===== src/rtl/mem_march_ctrl.sv =====
// March C- sequencer driving a single-port RAM and checking every read-back.
// Optional build macro MARCH_STOP_ON_FAIL_EN ends the run at the first mismatch.
module mem_march_ctrl #(
    parameter int ADDR_W = 15,
    parameter int DATA_W = 8,
    parameter int RD_LAT = 1,
    parameter int ERR_W  = 16
) (
    input  logic              core_clk,
    input  logic              rst_n,
    input  logic              start_i,
    input  logic [DATA_W-1:0] bg_i,
    output logic              mem_ena_o,
    output logic              mem_wea_o,
    output logic [ADDR_W-1:0] mem_addr_o,
    output logic [DATA_W-1:0] mem_din_o,
    input  logic [DATA_W-1:0] mem_dout_i,
    output logic              busy_o,
    output logic              done_o,
    output logic              pass_o,
    output logic [ERR_W-1:0]  err_cnt_o,
    output logic [ADDR_W-1:0] first_err_addr_o,
    output logic [DATA_W-1:0] first_err_data_o
);

    typedef enum logic [3:0] {
        S_IDLE, S_M0, S_M1, S_M2, S_M3, S_M4, S_M5, S_DRAIN, S_FIN
    } state_t;

    localparam logic [1:0] DRAIN_LAST = 2'(RD_LAT - 1);

    state_t            state_reg, state_next;
    logic [ADDR_W-1:0] addr_reg, addr_next;
    logic              phase_reg, phase_next;
    logic [1:0]        drain_reg, drain_next;
    logic [DATA_W-1:0] bg_reg;

    logic              in_elem, elem_up, elem_rd, elem_wr, elem_rw;
    logic              rd_one, wr_one, elem_last, op_last, next_up;
    state_t            elem_after;
    logic              rd_issue, wr_issue, start_ok, fin;
    logic [DATA_W-1:0] rd_val, wr_val;

    logic [RD_LAT-1:0]             pipe_vld_reg, pipe_vld_next;
    logic [RD_LAT-1:0][ADDR_W-1:0] pipe_addr_reg, pipe_addr_next;
    logic [RD_LAT-1:0][DATA_W-1:0] pipe_exp_reg, pipe_exp_next;

    logic              mismatch, count_en, stop_hit;
    logic [ERR_W-1:0]  err_cnt_reg;
    logic [ADDR_W-1:0] first_addr_reg;
    logic [DATA_W-1:0] first_data_reg;
    logic              pass_reg;

    // Element table: direction, read/write ops, polarity ("1" = ~background), successor.
    always_comb begin
        in_elem    = 1'b1;
        elem_up    = 1'b1;
        elem_rd    = 1'b1;
        elem_wr    = 1'b1;
        rd_one     = 1'b0;
        wr_one     = 1'b0;
        elem_after = S_DRAIN;
        case (state_reg)
            S_M0: begin elem_rd = 1'b0; elem_after = S_M1; end
            S_M1: begin wr_one = 1'b1; elem_after = S_M2; end
            S_M2: begin rd_one = 1'b1; elem_after = S_M3; end
            S_M3: begin elem_up = 1'b0; wr_one = 1'b1; elem_after = S_M4; end
            S_M4: begin elem_up = 1'b0; rd_one = 1'b1; elem_after = S_M5; end
            S_M5: begin elem_wr = 1'b0; end
            default: begin in_elem = 1'b0; elem_rd = 1'b0; elem_wr = 1'b0; end
        endcase
    end

    assign elem_rw   = elem_rd & elem_wr;
    assign rd_issue  = elem_rd & (~elem_rw | ~phase_reg);
    assign wr_issue  = elem_wr & (~elem_rw | phase_reg);
    assign op_last   = ~elem_rw | phase_reg;
    assign elem_last = elem_up ? (&addr_reg) : (~|addr_reg);
    assign next_up   = !(elem_after inside {S_M3, S_M4});
    assign rd_val    = rd_one ? ~bg_reg : bg_reg;
    assign wr_val    = wr_one ? ~bg_reg : bg_reg;
    assign start_ok  = (state_reg == S_IDLE) && start_i;
    assign fin       = (state_reg == S_FIN);

    always_ff @(posedge core_clk or negedge rst_n) begin
        if (!rst_n) begin
            state_reg <= S_IDLE;
            addr_reg  <= '0;
            phase_reg <= 1'b0;
            drain_reg <= '0;
            bg_reg    <= '0;
        end else begin
            state_reg <= state_next;
            addr_reg  <= addr_next;
            phase_reg <= phase_next;
            drain_reg <= drain_next;
            if (start_ok)
                bg_reg <= bg_i;
        end
    end

    always_comb begin
        state_next = state_reg;
        addr_next  = addr_reg;
        phase_next = phase_reg;
        drain_next = drain_reg;
        case (state_reg)
            S_IDLE: begin
                if (start_i) begin
                    state_next = S_M0;
                    addr_next  = '0;
                    phase_next = 1'b0;
                end
            end
            S_DRAIN: begin
                if (drain_reg == DRAIN_LAST)
                    state_next = S_FIN;
                else
                    drain_next = drain_reg + 2'd1;
            end
            S_FIN: state_next = S_IDLE;
            default: begin
                if (stop_hit) begin
                    state_next = S_DRAIN;
                    drain_next = '0;
                    phase_next = 1'b0;
                end else if (!op_last) begin
                    phase_next = 1'b1;
                end else begin
                    phase_next = 1'b0;
                    if (elem_last) begin
                        // Seamless hand-off: next element starts at its own first address.
                        state_next = elem_after;
                        addr_next  = next_up ? '0 : '1;
                        drain_next = '0;
                    end else begin
                        addr_next = elem_up ? addr_reg + ADDR_W'(1) : addr_reg - ADDR_W'(1);
                    end
                end
            end
        endcase
    end

    always_comb begin
        mem_ena_o        = rd_issue | wr_issue;
        mem_wea_o        = wr_issue;
        mem_addr_o       = in_elem ? addr_reg : '0;
        mem_din_o        = wr_issue ? wr_val : '0;
        busy_o           = (state_reg != S_IDLE) && !fin;
        done_o           = fin;
        pass_o           = fin ? (err_cnt_reg == '0) : pass_reg;
        err_cnt_o        = err_cnt_reg;
        first_err_addr_o = first_addr_reg;
        first_err_data_o = first_data_reg;
    end

    genvar gi;
    generate
        for (gi = 0; gi < RD_LAT; gi++) begin : g_pipe
            if (gi == 0) begin : g_head
                assign pipe_vld_next[gi]  = rd_issue;
                assign pipe_addr_next[gi] = addr_reg;
                assign pipe_exp_next[gi]  = rd_val;
            end else begin : g_tail
                assign pipe_vld_next[gi]  = pipe_vld_reg[gi-1];
                assign pipe_addr_next[gi] = pipe_addr_reg[gi-1];
                assign pipe_exp_next[gi]  = pipe_exp_reg[gi-1];
            end
        end
    endgenerate

    always_ff @(posedge core_clk or negedge rst_n) begin
        if (!rst_n) begin
            pipe_vld_reg  <= '0;
            pipe_addr_reg <= '0;
            pipe_exp_reg  <= '0;
        end else if (start_ok) begin
            pipe_vld_reg  <= '0;
            pipe_addr_reg <= '0;
            pipe_exp_reg  <= '0;
        end else begin
            pipe_vld_reg  <= pipe_vld_next;
            pipe_addr_reg <= pipe_addr_next;
            pipe_exp_reg  <= pipe_exp_next;
        end
    end

    // The last pipeline stage lines up with douta of the read it tracks.
    assign mismatch = pipe_vld_reg[RD_LAT-1] && (mem_dout_i != pipe_exp_reg[RD_LAT-1]);

`ifdef MARCH_STOP_ON_FAIL_EN
    logic stop_reg;

    always_ff @(posedge core_clk or negedge rst_n) begin
        if (!rst_n)
            stop_reg <= 1'b0;
        else if (start_ok)
            stop_reg <= 1'b0;
        else if (mismatch)
            stop_reg <= 1'b1;
    end

    assign count_en = mismatch & ~stop_reg;
    assign stop_hit = count_en & in_elem;
`else
    assign count_en = mismatch;
    assign stop_hit = 1'b0;
`endif

    always_ff @(posedge core_clk or negedge rst_n) begin
        if (!rst_n) begin
            err_cnt_reg    <= '0;
            first_addr_reg <= '0;
            first_data_reg <= '0;
            pass_reg       <= 1'b0;
        end else begin
            if (start_ok) begin
                err_cnt_reg    <= '0;
                first_addr_reg <= '0;
                first_data_reg <= '0;
                pass_reg       <= 1'b0;
            end else if (count_en) begin
                if (err_cnt_reg != '1)
                    err_cnt_reg <= err_cnt_reg + ERR_W'(1);
                // A saturating counter never returns to zero, so zero means "no earlier mismatch".
                if (err_cnt_reg == '0) begin
                    first_addr_reg <= pipe_addr_reg[RD_LAT-1];
                    first_data_reg <= mem_dout_i;
                end
            end
            if (fin)
                pass_reg <= (err_cnt_reg == '0);
        end
    end

endmodule


===== config.mk =====
export PLATFORM = sky130hd
export DESIGN_NAME = mem_march_ctrl
export DESIGN_NICKNAME = d
export VERILOG_FILES = /design/src/rtl/mem_march_ctrl.sv
export SDC_FILE = /design/constraint.sdc
export NUM_CORES = 1
export LEC_CHECK = 0
export CORE_MARGIN = 2
export CORE_UTILIZATION = 58
export CTS_BUF_LIST = sky130_fd_sc_hd__clkbuf_4 sky130_fd_sc_hd__clkbuf_8 sky130_fd_sc_hd__clkbuf_16
export DETAILED_ROUTE_END_ITERATION = 16
export HOLD_SLACK_MARGIN = 0.02
export PLACE_DENSITY = 0.86
export SLEW_MARGIN = 20
export SYNTH_ARGS = -nofsm -noshare
export SYNTH_HDL_FRONTEND = slang
export SYNTH_SLANG_ARGS = --single-unit

===== constraint.sdc =====
create_clock -name core_clk -period 6 [get_ports core_clk]
set_clock_uncertainty 0.15 [all_clocks]
set_input_delay 1.2 -clock core_clk [delete_from_list [all_inputs] [get_ports core_clk]]
set_output_delay 1.2 -clock core_clk [all_outputs]
set_load 0.005 [all_outputs]

# After elaboration in Yosys (flattened, before gate mapping)
# Cells that the tools add are included.
# word_totals
out_inout_bits	67
regBits	94
inputBits	19
wordCells	121
# op_classes
bitwise	11
add_sub_neg	4
n_eq_ne	15
n_reduce_logical	35
mux	44
# op_table
cell	n
$mux W15	10
$mux W8	7
$mux W16	3
$pmux W15 S2	1
$eq A4 B3 Y1 const B	6
$add A16 B1 Y16 const B	1
$logic_not A16 Y1	1
$mux W4	4
$ne A16 B16 Y1 const B	1
$reduce_bool A2 Y1	8
$add A15 B1 Y15 const B	1
$pmux W3 S5	1
$reduce_and A15 Y1	1
$reduce_or A15 Y1	1
$sub A15 B1 Y15 const B	1
$mux W1	12
$pmux W4 S3	1
$reduce_bool A4 Y1	3
$reduce_or A2 Y1	5
$reduce_or A5 Y1	2
$eq A4 B2 Y1 const B	2
$ne A8 B8 Y1	1
$not A8 Y8	1
$reduce_and A4 Y1	2
17 further kinds	33

# Longest topological paths before layout
# Gate-level depths: netlist of the first run.
# depth
word_depth	8
depth_mapped	10
ltp_nobuf	8

# Worst setup path before layout of the first run
# Ideal clock, no wire load.
# synth_timing
path_type	flip-flop to flip-flop
startpoint	register state_reg[1]
endpoint	register addr_reg[14]
stages_incl_launch_ff	10
t_arrival_ns	3.193
setup_time_ns	0.071
n_path_buf	1
path_slack_ns	2.586
required_ns	5.779
period_less_slack_ns	3.414
path_cell_list	dfrtp_1 > clkbuf_1 > nor3b_2 > fa_1 > a21oi_1 > o211a_1 > or4_4 > a21o_1 > a2111o_1 > nand4_1
# synth_between
elab_chain_len	8
word_cells_on_any_way	32
cone_classes	eq/ne (11); mux (9); bitwise (4); reduce/logical (8)
# synth_rtl
item	line_no	text
start, declared	32	state_t state_reg, state_next;
start signal, assigned	93	state_reg <= state_next;
$eq A4 B3 Y1 (tied with other cells)	63	case (state_reg)
$pmux W3 S5 / $reduce_or A5 Y1 (equally long branches)	--	
$eq A4 B3 Y1 / $mux W1 (equally long branches)	79, 63	
$reduce_bool A2 Y1 / $and A1 B1 Y1 (equally long branches)	79, 74	
$mux W15 / $not A1 Y1 (equally long branches)	134, 77	
$mux W15 / $or A1 B1 Y1 (equally long branches)	131, 77	
$mux W15 / $reduce_bool A2 Y1 (equally long branches)	--	
$pmux W15 S2 / $reduce_and A3 Y1 (equally long branches)	--	
end signal, assigned	94	addr_reg <= addr_next;
end, declared	33	logic [ADDR_W-1:0] addr_reg, addr_next;
# Several ways; a longest one is shown, not always the timed one. The select of a mux whose other input is x is not followed.
# A chain may end at the register's enable or synchronous reset.

# Final worst setup path of the first run
# layout_timing
startpoint	register state_reg[1]
endpoint	output port mem_din_o[5]
# layout_between
elab_chain_len	8
word_cells_on_any_way	18
cone_classes	eq/ne (6); mux (5); bitwise (4); reduce/logical (3)
# layout_rtl
item	line_no	text
$eq A4 B3 Y1 (tied with other cells)	63	
$reduce_or A5 Y1 (no line)	--	
$mux W1	63	
$and A1 B1 Y1	74	assign elem_rw = elem_rd & elem_wr;
$not A1 Y1	76	assign wr_issue = elem_wr & (~elem_rw | phase_reg);
$or A1 B1 Y1	76	
$and A1 B1 Y1	76	
$mux W8 *	148	mem_din_o = wr_issue ? wr_val : '0;
end, declared	16	output logic [DATA_W-1:0] mem_din_o,
# Mark *: on every way between the ends. The rest lies on a longest branch, timed or not.

==> results of run 1 <==
==> cell type report <==
cell class              instances  area, µm²
repair buffers                 88        871
multi-input cells             430       2770
well taps                     108        135
flip-flops and latches         94       2350
clock inverters                 7       85.1
fillers                       582       2360
clock buffers                   9        124
inverters                      17       63.8
==> synthesized netlist by cell type, types with 5 or more instances <==
cell type / count
sky130_fd_sc_hd__nor3_1: 12
sky130_fd_sc_hd__nand2b_1: 10
sky130_fd_sc_hd__xnor2_1: 36
sky130_fd_sc_hd__nor4_1: 10
sky130_fd_sc_hd__o21ai_0: 24
sky130_fd_sc_hd__a21oi_1: 19
sky130_fd_sc_hd__buf_2: 7
sky130_fd_sc_hd__clkbuf_1: 20
sky130_fd_sc_hd__nand3_1: 12
sky130_fd_sc_hd__mux2i_1: 27
sky130_fd_sc_hd__o21a_1: 5
sky130_fd_sc_hd__dfrtp_1: 94
sky130_fd_sc_hd__a21o_1: 8
sky130_fd_sc_hd__a22o_1: 6
sky130_fd_sc_hd__and2_1: 33
sky130_fd_sc_hd__nor2_1: 64
sky130_fd_sc_hd__o21ai_1: 7
sky130_fd_sc_hd__nand4_1: 13
sky130_fd_sc_hd__inv_1: 17
sky130_fd_sc_hd__nand2_1: 63
sky130_fd_sc_hd__ha_1: 18
==> cell families after synthesis <==
group / after synthesis / share of synthesized area (%)
compound gates: 94 / 11.6
xor+xnor: 40 / 6.62
fa+ha+maj: 20 / 4.83
buf+inv: 44 / 3.29
flops: 94 / 44.5
mux: 29 / 5.54
simple gates: 247 / 23.7
==> stage by stage <==
step | instances | setup WS, ns | cell area, µm² | hold WS (ns)
2_1_floorplan | 568 | 2.59 | 5290 | 0.311
3_3_place_gp | 737 | 2.10 | 6190 | 0.317
3_5_place_dp | 737 | 1.96 | 6190 | 0.330
4_1_cts | 753 | 1.55 | 6390 | 0.354
5_1_grt | 753 | 1.40 | 6400 | 0.374
6_report | 753 | 1.54 | 6400 | 0.352
==> power breakdown <==
part	internal (mW)	switching (mW)	leakage (nW)	total, mW
clock network	0.202	0.241	0.107	0.443
registers	0.702	0.0700	1.27	0.772
logic	0.171	0.141	1.70	0.312
==> worst max-delay path by stage <==
stage,from,end,slack [ns],cells past startpoint
finish,state_reg[1]$_DFFE_PN0P_,mem_din_o[5],1.54,6
global route,state_reg[1]$_DFFE_PN0P_,mem_din_o[5],1.40,6
CTS,state_reg[1]$_DFFE_PN0P_,mem_addr_o[1],1.55,4
detailed placement,state_reg[1]$_DFFE_PN0P_,mem_addr_o[1],1.96,4
global placement,state_reg[1]$_DFFE_PN0P_,mem_addr_o[1],2.10,4
floorplan,state_reg[1]$_DFFE_PN0P_,addr_reg[14]$_DFFE_PN0P_,2.59,9
==> tightest hold or removal path: cells and delay by family, from the launching register on <==
kind,cells,cell delay (ns)
AND/OR/NAND/NOR,1,0.08
multiplexers,1,0.06
flip-flops,1,0.33
==> per-layer routing <==
metal / up-vias / GRT usage, % / wire length, µm
li1: 2111 / - / -
met1: 2124 / 34.4 / 5360
met2: 120 / 42.5 / 6110
met3: 21 / 2.88 / 505
met4: 0 / 9.17 / 227
met5: - / 0 / 0
==> run_results.csv, run 1 <==
group,metric,value,unit
synthesis,synth_top_area_cell,"sky130_fd_sc_hd__dfrtp_1",
finish,largest_reg_flops,16,
min_path,hold_crit_start,"pipe_addr_reg[0]$_DFF_PN0_",
placement,hpwlAfterDp,8710,µm
grt,grt_start_max_net_pins,63,
grt,number_of_antenna_violations_at_the_first_check_in_global_routing,0,
floorplanning,core.rowCount,34,
setup_path,crit-reg2reg-capture,"addr_reg[13]$_DFFE_PN0P_",
synthesis,postSynthCellCount,568,
sta,timing_worst_slew_pin_value,0.993,ns
placement,io_buffer_count,85,
grt,grt_residual_overflow,0,
sta,maxSlewViolCount,0,
grt,grt_first_pass_wirelength,20200,µm
cts,hold_buffers,0,
setup_path,endpoint_kind,"output port",
cts,buffers_from_clock_root_to_sink_at_most,2,
synthesis,synth_seq_area_share,44.5,%
sta,grt_setup_unrepaired,"no",
setup_path,worst-endpoint-arrival,3.11,ns
cts,cts_inserted_buffers,9,
setup_path,critical_path.slowest_cell,"sky130_fd_sc_hd__nor2b_1",
grt,grt_pass1_vias,4256,
pwr,static-leakage-power,3.08,nW
setup_path,setup.worst_path.class,"register to output port",
drt,vias,4376,
sta,fin_crit,4.46,ns
min_path,hold_end,"first_err_addr_o[0]$_DFFE_PN0P_",
finish,share_of_cells_above_drive_strength_1,5.43,%
setup_path,crit_path_start_kind,"register",
synthesis,synth_flop_cell,"sky130_fd_sc_hd__dfrtp_1",
setup_path,crit-reg2reg-launch,"state_reg[2]$_DFFE_PN0P_",
finish,area_delta_synth_final,21.1,%
floorplanning,design.die.area,0.00990,mm²
cts,post_cts_setup_repair_buffer_count,0,
drt,total_length_of_routed_wires,12200,µm
sta,max_freq,0.224,GHz
setup_path,r2r_slack,2.58,ns
floorplanning,floorplan.initialDensity,60.4,%
synthesis,ys_types,64,
cts,clk_pin_slew_worst_paths,0.09,ns
finish,layout.nets,678,
finish,num_antenna_cells,0,
setup_path,cp.required,4.65,ns
cts,clk_root_buffer_cell,"sky130_fd_sc_hd__clkbuf_8",
synthesis,cell_types_occupying_the_most_area_after_synthesis,"sky130_fd_sc_hd__dfrtp_1, sky130_fd_sc_hd__xnor2_1, sky130_fd_sc_hd__mux2i_1, sky130_fd_sc_hd__nor2_1, sky130_fd_sc_hd__nand2_1",
drt,drt_first_pass_iters,5,
setup_path,crit_path_max_incr_delay,0.72,ns
drt,route.detailed.vias_per_inst,5.81,
min_path,whs_path_depth,2,
synthesis,flop_and_latch_count_out_of_synthesis,94,
sta,finalHoldViolations,0,
cts,cts.repair.resized,0,
floorplanning,ios,86,
synthesis,ys_async_sr_fraction,100,%
synthesis,mappedNetlistArea,0.00529,mm²
min_path,hold_path_class,"register to register",
grt,grt_use_total,25.4,%
floorplanning,dieWidth,99.5,µm
synthesis,average_instance_area_after_synthesis,9.31,µm²
synthesis,ys.warnings.count,0,
cts,clock_latency,0.36,ns
synthesis,synth_fp_nets,606,
drt,postRouteAntennaNets,0,
setup_path,critical_path.n_buffers_inverters,1,
drt,remaining_drc_errors,0,
pwr,power.ir.vdd_worst,132,µV
cts,tritoncts_num_sinks,94,
run_status,status,"complete, no violations",
setup_path,worst-path-max-fanout,20,
synthesis,synth_enable_flop_cells,0,
finish,layout.cells.most_common_list,"sky130_fd_sc_hd__dfrtp_1, sky130_fd_sc_hd__clkdlybuf4s50_1, sky130_fd_sc_hd__nor2_1",
sta,slew-limit-headroom,33.8,%
sta,final_min_period_over_clock_period,74.4,%
sta,totalNegativeSetupSlack,0,ns
pwr,power_per_cell_area,238,mW/mm²
drt,wl_per_cell,16.2,µm
finish,layout_commonest_cell,"sky130_fd_sc_hd__dfrtp_1",
floorplanning,chipHeight,99.5,µm
synthesis,synthDominantCellAreaShare,44.5,%
cts,htree_num_levels,3,
placement,place.gp.congestion,0.958,
drt,first_iter_violations,369,
sta,final-setup-viol-count,0,
setup_path,r2r_cells,9,
run,max_cap_violations,0,
finish,finish.utilization,73.1,%
pwr,total_power,1.53,mW
setup_path,crit_path_cell_trace,"nand2b_1 -> a21oi_1 -> nor2b_1 -> xnor2_1 -> nor2_1 -> clkdlybuf4s50_1",
floorplanning,floorplan.core_area,0.00876,mm²
setup_path,cpLargestDelayFamily,"simple AND/OR/NAND/NOR gates",
cts,tritoncts_clock_tree,"built",
No activity file was read; power rests on OpenSTA's default activity.
==> run 2: changes to the inputs <==
CORE_UTILIZATION = 49   (was 58)
PLACE_DENSITY = 0.77   (was 0.86)
clock period = 4.1 ns   (was 6 ns; I/O delays follow)
==> run_results.csv, run 2 (synthesis gave the netlist of run 1 again) <==
group,metric,value,unit
finish,fillers,886,
finish,share_of_cells_above_drive_strength_1,5.85,%
setup_path,crit_path_cell_trace,"nand2b_1 -> a21oi_1 -> nor2b_1 -> buf_4 -> xnor2_1 -> nor2_1 -> clkdlybuf4s50_1",
min_path,hold_path_class,"input port to asynchronous set/reset pin",
run,max_cap_violations,0,
finish,num_antenna_cells,0,
drt,postRouteAntennaNets,0,
sta,max_freq,0.274,GHz
floorplanning,ios,86,
floorplanning,dieWidth,108,µm
setup_path,crit_path_max_incr_delay,0.61,ns
floorplanning,chipHeight,108,µm
setup_path,endpoint_kind,"output port",
setup_path,critical_path.slowest_cell,"sky130_fd_sc_hd__dfrtp_1",
pwr,power_per_cell_area,337,mW/mm²
sta,timing_worst_slew_pin_value,0.982,ns
finish,design_area_final,0.00645,mm²
setup_path,setup.worst_path.class,"register to output port",
cts,tritoncts_clock_tree,"built",
sta,totalNegativeSetupSlack,0,ns
pwr,static-leakage-power,3.09,nW
grt,number_of_antenna_violations_at_the_first_check_in_global_routing,0,
floorplanning,design.die.area,0.0116,mm²
drt,drt_first_pass_iters,5,
sta,fin_crit,3.65,ns
run_status,status,"complete, no violations",
cts,cts.repair.resized,0,
finish,layout.cells.most_common_list,"sky130_fd_sc_hd__dfrtp_1, sky130_fd_sc_hd__clkdlybuf4s50_1, sky130_fd_sc_hd__nor2_1",
setup_path,crit_path_start_kind,"register",
grt,grt_start_max_net_pins,81,
finish,area_delta_synth_final,21.9,%
sta,final-setup-viol-count,0,
finish,largest_reg_flops,16,
drt,total_length_of_routed_wires,12500,µm
sta,maxSlewViolCount,0,
drt,route.detailed.vias_per_inst,5.64,
setup_path,worst-endpoint-arrival,2.68,ns
drt,remaining_drc_errors,0,
pwr,power.ir.vdd_worst,193,µV
finish,final_cells,786,
sta,slew-limit-headroom,34.5,%
placement,io_buffer_count,85,
grt,grt_use_total,22.7,%
grt,grt_first_pass_wirelength,21100,µm
sta,setup_slack,0.454,ns
floorplanning,core.rowCount,37,
cts,cts_inserted_buffers,9,
placement,place.gp.congestion,0.907,
placement,dp_worst_setup_slack,0.847,ns
cts,tritoncts_num_sinks,94,
cts,clk_pin_slew_worst_paths,0.09,ns
finish,layout.nets,683,
setup_path,cp.required,3.13,ns
finish,layout_commonest_cell,"sky130_fd_sc_hd__dfrtp_1",
placement,detailed_place.area,0.00626,mm²
floorplanning,floorplan.core_area,0.0104,mm²
cts,buffers_from_clock_root_to_sink_at_most,2,
sta,final_min_period_over_clock_period,88.9,%
placement,hpwlAfterDp,9010,µm
cts,hold_buffers,0,
drt,vias,4432,
setup_path,worst-path-max-fanout,20,
drt,first_iter_violations,197,
sta,grt_setup_unrepaired,"no",
floorplanning,floorplan.initialDensity,50.8,%
sta,finalHoldViolations,0,
grt,grt_pass1_vias,4357,
cts,htree_num_levels,3,
placement,placed_cells_incl_taps,770,
drt,wl_per_cell,15.9,µm
cts,clk_root_buffer_cell,"sky130_fd_sc_hd__clkbuf_8",
cts,clock_latency,0.35,ns
grt,grt_residual_overflow,0,
cts,post_cts_setup_repair_buffer_count,0,
[run 2: cell types whose count changed in the layout (fill, tap and decap cells not counted), sizes merged]
| cell | change |
|---|---|
| buf | +5 |
| bufinv | -1 |
| clkbuf | +2 |
| clkinv | +2 |
| inv | -5 |
| clkinvlp | +2 |
[run 2: path summary, 6_finish.rpt]
kind	startpoint	endpoint	slack [ns]	depth (start not counted)
hold reg to reg	pipe_addr_reg[5]$_DFF_PN0_	first_err_addr_o[5]$_DFFE_PN0P_	0.35	2
hold / removal	rst_n	first_err_addr_o[6]$_DFFE_PN0P_	0.34	1
min in group core_clk	pipe_addr_reg[5]$_DFF_PN0_	first_err_addr_o[5]$_DFFE_PN0P_	0.35	2
max in group asynchronous	rst_n	pipe_addr_reg[11]$_DFF_PN0_	2.77	2
setup reg to reg	state_reg[1]$_DFFE_PN0P_	addr_reg[14]$_DFFE_PN0P_	0.88	9
setup / recovery	state_reg[1]$_DFFE_PN0P_	mem_din_o[5]	0.45	7
[run 2: critical path, delay by kind of cell (launching register included)]
kind / cells / cell delay (ns)
and+or+nand+nor: 3 / 0.59
DFF: 1 / 0.61
buffers and inverters: 2 / 0.73
xor gates and xnor gates: 1 / 0.08
AOI/OAI and AO/OA: 1 / 0.31
[run 2: through the flow]
step | hold slack (ns) | utilization (%) | total power, mW
after floorplan | 0.311 | - | 1.39
after global placement | 0.315 | 60.1 | 1.59
after detailed placement | 0.326 | 60.1 | 1.61
after CTS | 0.350 | 61.9 | 2.19
after global routing | 0.381 | 61.9 | 2.30
final | 0.337 | 61.9 | 2.17
[run 2: power by group]
| group | total (mW) | internal (mW) | switching, mW |
|---|---|---|---|
| logic | 0.459 | 0.254 | 0.206 |
| registers | 1.13 | 1.03 | 0.107 |
| clock network | 0.576 | 0.253 | 0.324 |
[run 2: layout make-up]
class                           instances  area [µm²]  area share [%]
Clock buffer                           11         151            2.35
Clock inverter                          5        33.8           0.524
Inverter                               17        63.8           0.990
Multi-Input combinational cell        430        2760            42.9
Sequential cell                        94        2350            36.5
Tap cell                              136         170            2.64
Timing Repair Buffer                   93         912            14.1
[run 2: per-layer routing]
layer | up-vias | GRT usage (%) | wire (µm)
li1 | 2121 | - | -
met1 | 2176 | 31.0 | 5490
met2 | 113 | 37.9 | 6250
met3 | 22 | 2.48 | 531
met4 | 0 | 7.05 | 226
met5 | - | 0 | 0
==> run 3: changes to the inputs <==
CORE_UTILIZATION = 40   (was 49)
CTS_CLUSTER_DIAMETER = 50   (was default)
PLACE_DENSITY = 0.65   (was 0.77)
==> run_results.csv, run 3 (synthesis gave the netlist of run 1 again) <==
group,metric,value,unit
run_status,status,"complete, no violations",
pwr,total_power,2.43,mW
sta,totalNegativeSetupSlack,0,ns
cts,tritoncts_clock_tree,"built",
setup_path,r2r_cells,9,
finish,share_of_cells_above_drive_strength_1,5.99,%
setup_path,endpoint_kind,"output port",
setup_path,setup.worst_path.class,"register to output port",
finish,num_antenna_cells,0,
setup_path,crit_path_start_kind,"register",
sta,grt_setup_unrepaired,"no",
floorplanning,floorplan.initialDensity,40.4,%
cts,hold_buffers,0,
drt,postRouteAntennaNets,0,
finish,largest_reg_flops,16,
grt,grt_first_pass_wirelength,21400,µm
drt,remaining_drc_errors,0,
floorplanning,design.die.area,0.0142,mm²
finish,layout.cells.most_common_list,"sky130_fd_sc_hd__dfrtp_1, sky130_fd_sc_hd__clkdlybuf4s50_1, sky130_fd_sc_hd__nor2_1",
cts,clk_root_buffer_cell,"sky130_fd_sc_hd__clkbuf_16",
finish,layout.nets,684,
floorplanning,core.rowCount,42,
grt,grt_residual_overflow,0,
sta,max_freq,0.283,GHz
setup_path,worst-endpoint-arrival,2.56,ns
setup_path,worst-path-max-fanout,20,
setup_path,r2r_slack,0.86,ns
cts,buffers_from_clock_root_to_sink_at_most,2,
setup_path,setup.worst_path.start,"state_reg[1]$_DFFE_PN0P_",
placement,hpwlAfterDp,8970,µm
sta,maxSlewViolCount,0,
floorplanning,dieWidth,119,µm
sta,finalHoldViolations,0,
sta,fin_crit,3.53,ns
setup_path,cp-endpoint,"mem_din_o[7]",
cts,clock_latency,0.33,ns
pwr,static-leakage-power,3.15,nW
setup_path,cp.required,3.13,ns
drt,route.detailed.vias_per_inst,5.20,
setup_path,crit-reg2reg-launch,"state_reg[2]$_DFFE_PN0P_",
finish,area_delta_synth_final,25.2,%
placement,place.gp.congestion,0.899,
cts,post_cts_setup_repair_buffer_count,0,
run,max_cap_violations,0,
drt,total_length_of_routed_wires,12400,µm
floorplanning,chipHeight,119,µm
sta,slew-limit-headroom,56.7,%
grt,number_of_antenna_violations_at_the_first_check_in_global_routing,0,
cts,tritoncts_num_sinks,94,
drt,drt_first_pass_iters,5,
sta,timing_worst_slew_pin_value,0.649,ns
drt,vias,4304,
drt,wl_per_cell,15.1,µm
min_path,hold_path_class,"register to register",
grt,grt_pass1_vias,4302,
sta,final-setup-viol-count,0,
cts,cts_inserted_buffers,9,
placement,io_buffer_count,85,
drt,first_iter_violations,324,
grt,grt_use_total,18.4,%
floorplanning,floorplan.core_area,0.0131,mm²
sta,final_min_period_over_clock_period,86.1,%
floorplanning,ios,86,
finish,layout_commonest_cell,"sky130_fd_sc_hd__dfrtp_1",
cts,cts.repair.resized,0,
grt,grt_start_max_net_pins,50,
pwr,power.ir.vdd_worst,171,µV
pwr,power_per_cell_area,367,mW/mm²
setup_path,crit-reg2reg-capture,"addr_reg[14]$_DFFE_PN0P_",
cts,clk_pin_slew_worst_paths,0.07,ns
cts,htree_num_levels,3,
run 3: per-layer routing:
metal	vias to the layer above	share of wire, %	global-route usage, %
li1	2132	-	-
met4	0	1.3	5.06
met3	16	3.4	2.68
met2	94	47	29.7
met1	2062	48	26.0
met5	-	0	0
run 3: worst max-delay path: stages (launching register included):
cell and delay (ns):
sky130_fd_sc_hd__dfrtp_1 0.60, sky130_fd_sc_hd__nand2b_1 0.27, sky130_fd_sc_hd__a21oi_1 0.30, sky130_fd_sc_hd__nor2b_1 0.17, sky130_fd_sc_hd__buf_4 0.19, sky130_fd_sc_hd__xnor2_1 0.08, sky130_fd_sc_hd__nor2_1 0.10, sky130_fd_sc_hd__clkdlybuf4s50_1 0.52
run 3: final cells by class:
type,instances,area (µm²)
Fill cell,1204,6460
Multi-Input combinational cell,430,2760
Sequential cell,94,2350
Timing Repair Buffer,94,916
Clock buffer,11,246
Tap cell,176,220
Inverter,17,63.8
Clock inverter,5,58.8
run 3: worst min-delay path by stage:
stage / from / to / slack, ns / depth (start not counted)
global route: pipe_addr_reg[0]$_DFF_PN0_ / first_err_addr_o[0]$_DFFE_PN0P_ / 0.36 / 2
detailed placement: pipe_addr_reg[0]$_DFF_PN0_ / first_err_addr_o[0]$_DFFE_PN0P_ / 0.33 / 2
global placement: pipe_addr_reg[10]$_DFF_PN0_ / first_err_addr_o[10]$_DFFE_PN0P_ / 0.32 / 2
CTS: pipe_addr_reg[0]$_DFF_PN0_ / first_err_addr_o[0]$_DFFE_PN0P_ / 0.34 / 2
floorplan: pipe_addr_reg[0]$_DFF_PN0_ / first_err_addr_o[0]$_DFFE_PN0P_ / 0.31 / 2
finish: pipe_addr_reg[0]$_DFF_PN0_ / first_err_addr_o[0]$_DFFE_PN0P_ / 0.34 / 2
run 3: power by group:
group          switching (mW)  internal [mW]
Sequential              0.100           1.03
Combinational           0.203          0.253
Clock                   0.351          0.496
Total                   0.654           1.78
run 3: through the flow:
stage | hold WS [ns] | area, µm² | utilization, % | setup slack (ns) | cells
2_1_floorplan | 0.311 | 5290 | - | 0.686 | 568
3_3_place_gp | 0.318 | 6320 | 48.3 | 0.901 | 811
3_5_place_dp | 0.328 | 6320 | 48.3 | 0.862 | 811
4_1_cts | 0.344 | 6620 | 50.6 | 0.562 | 827
5_1_grt | 0.355 | 6620 | 50.6 | 0.357 | 827
6_report | 0.338 | 6620 | 50.6 | 0.570 | 827
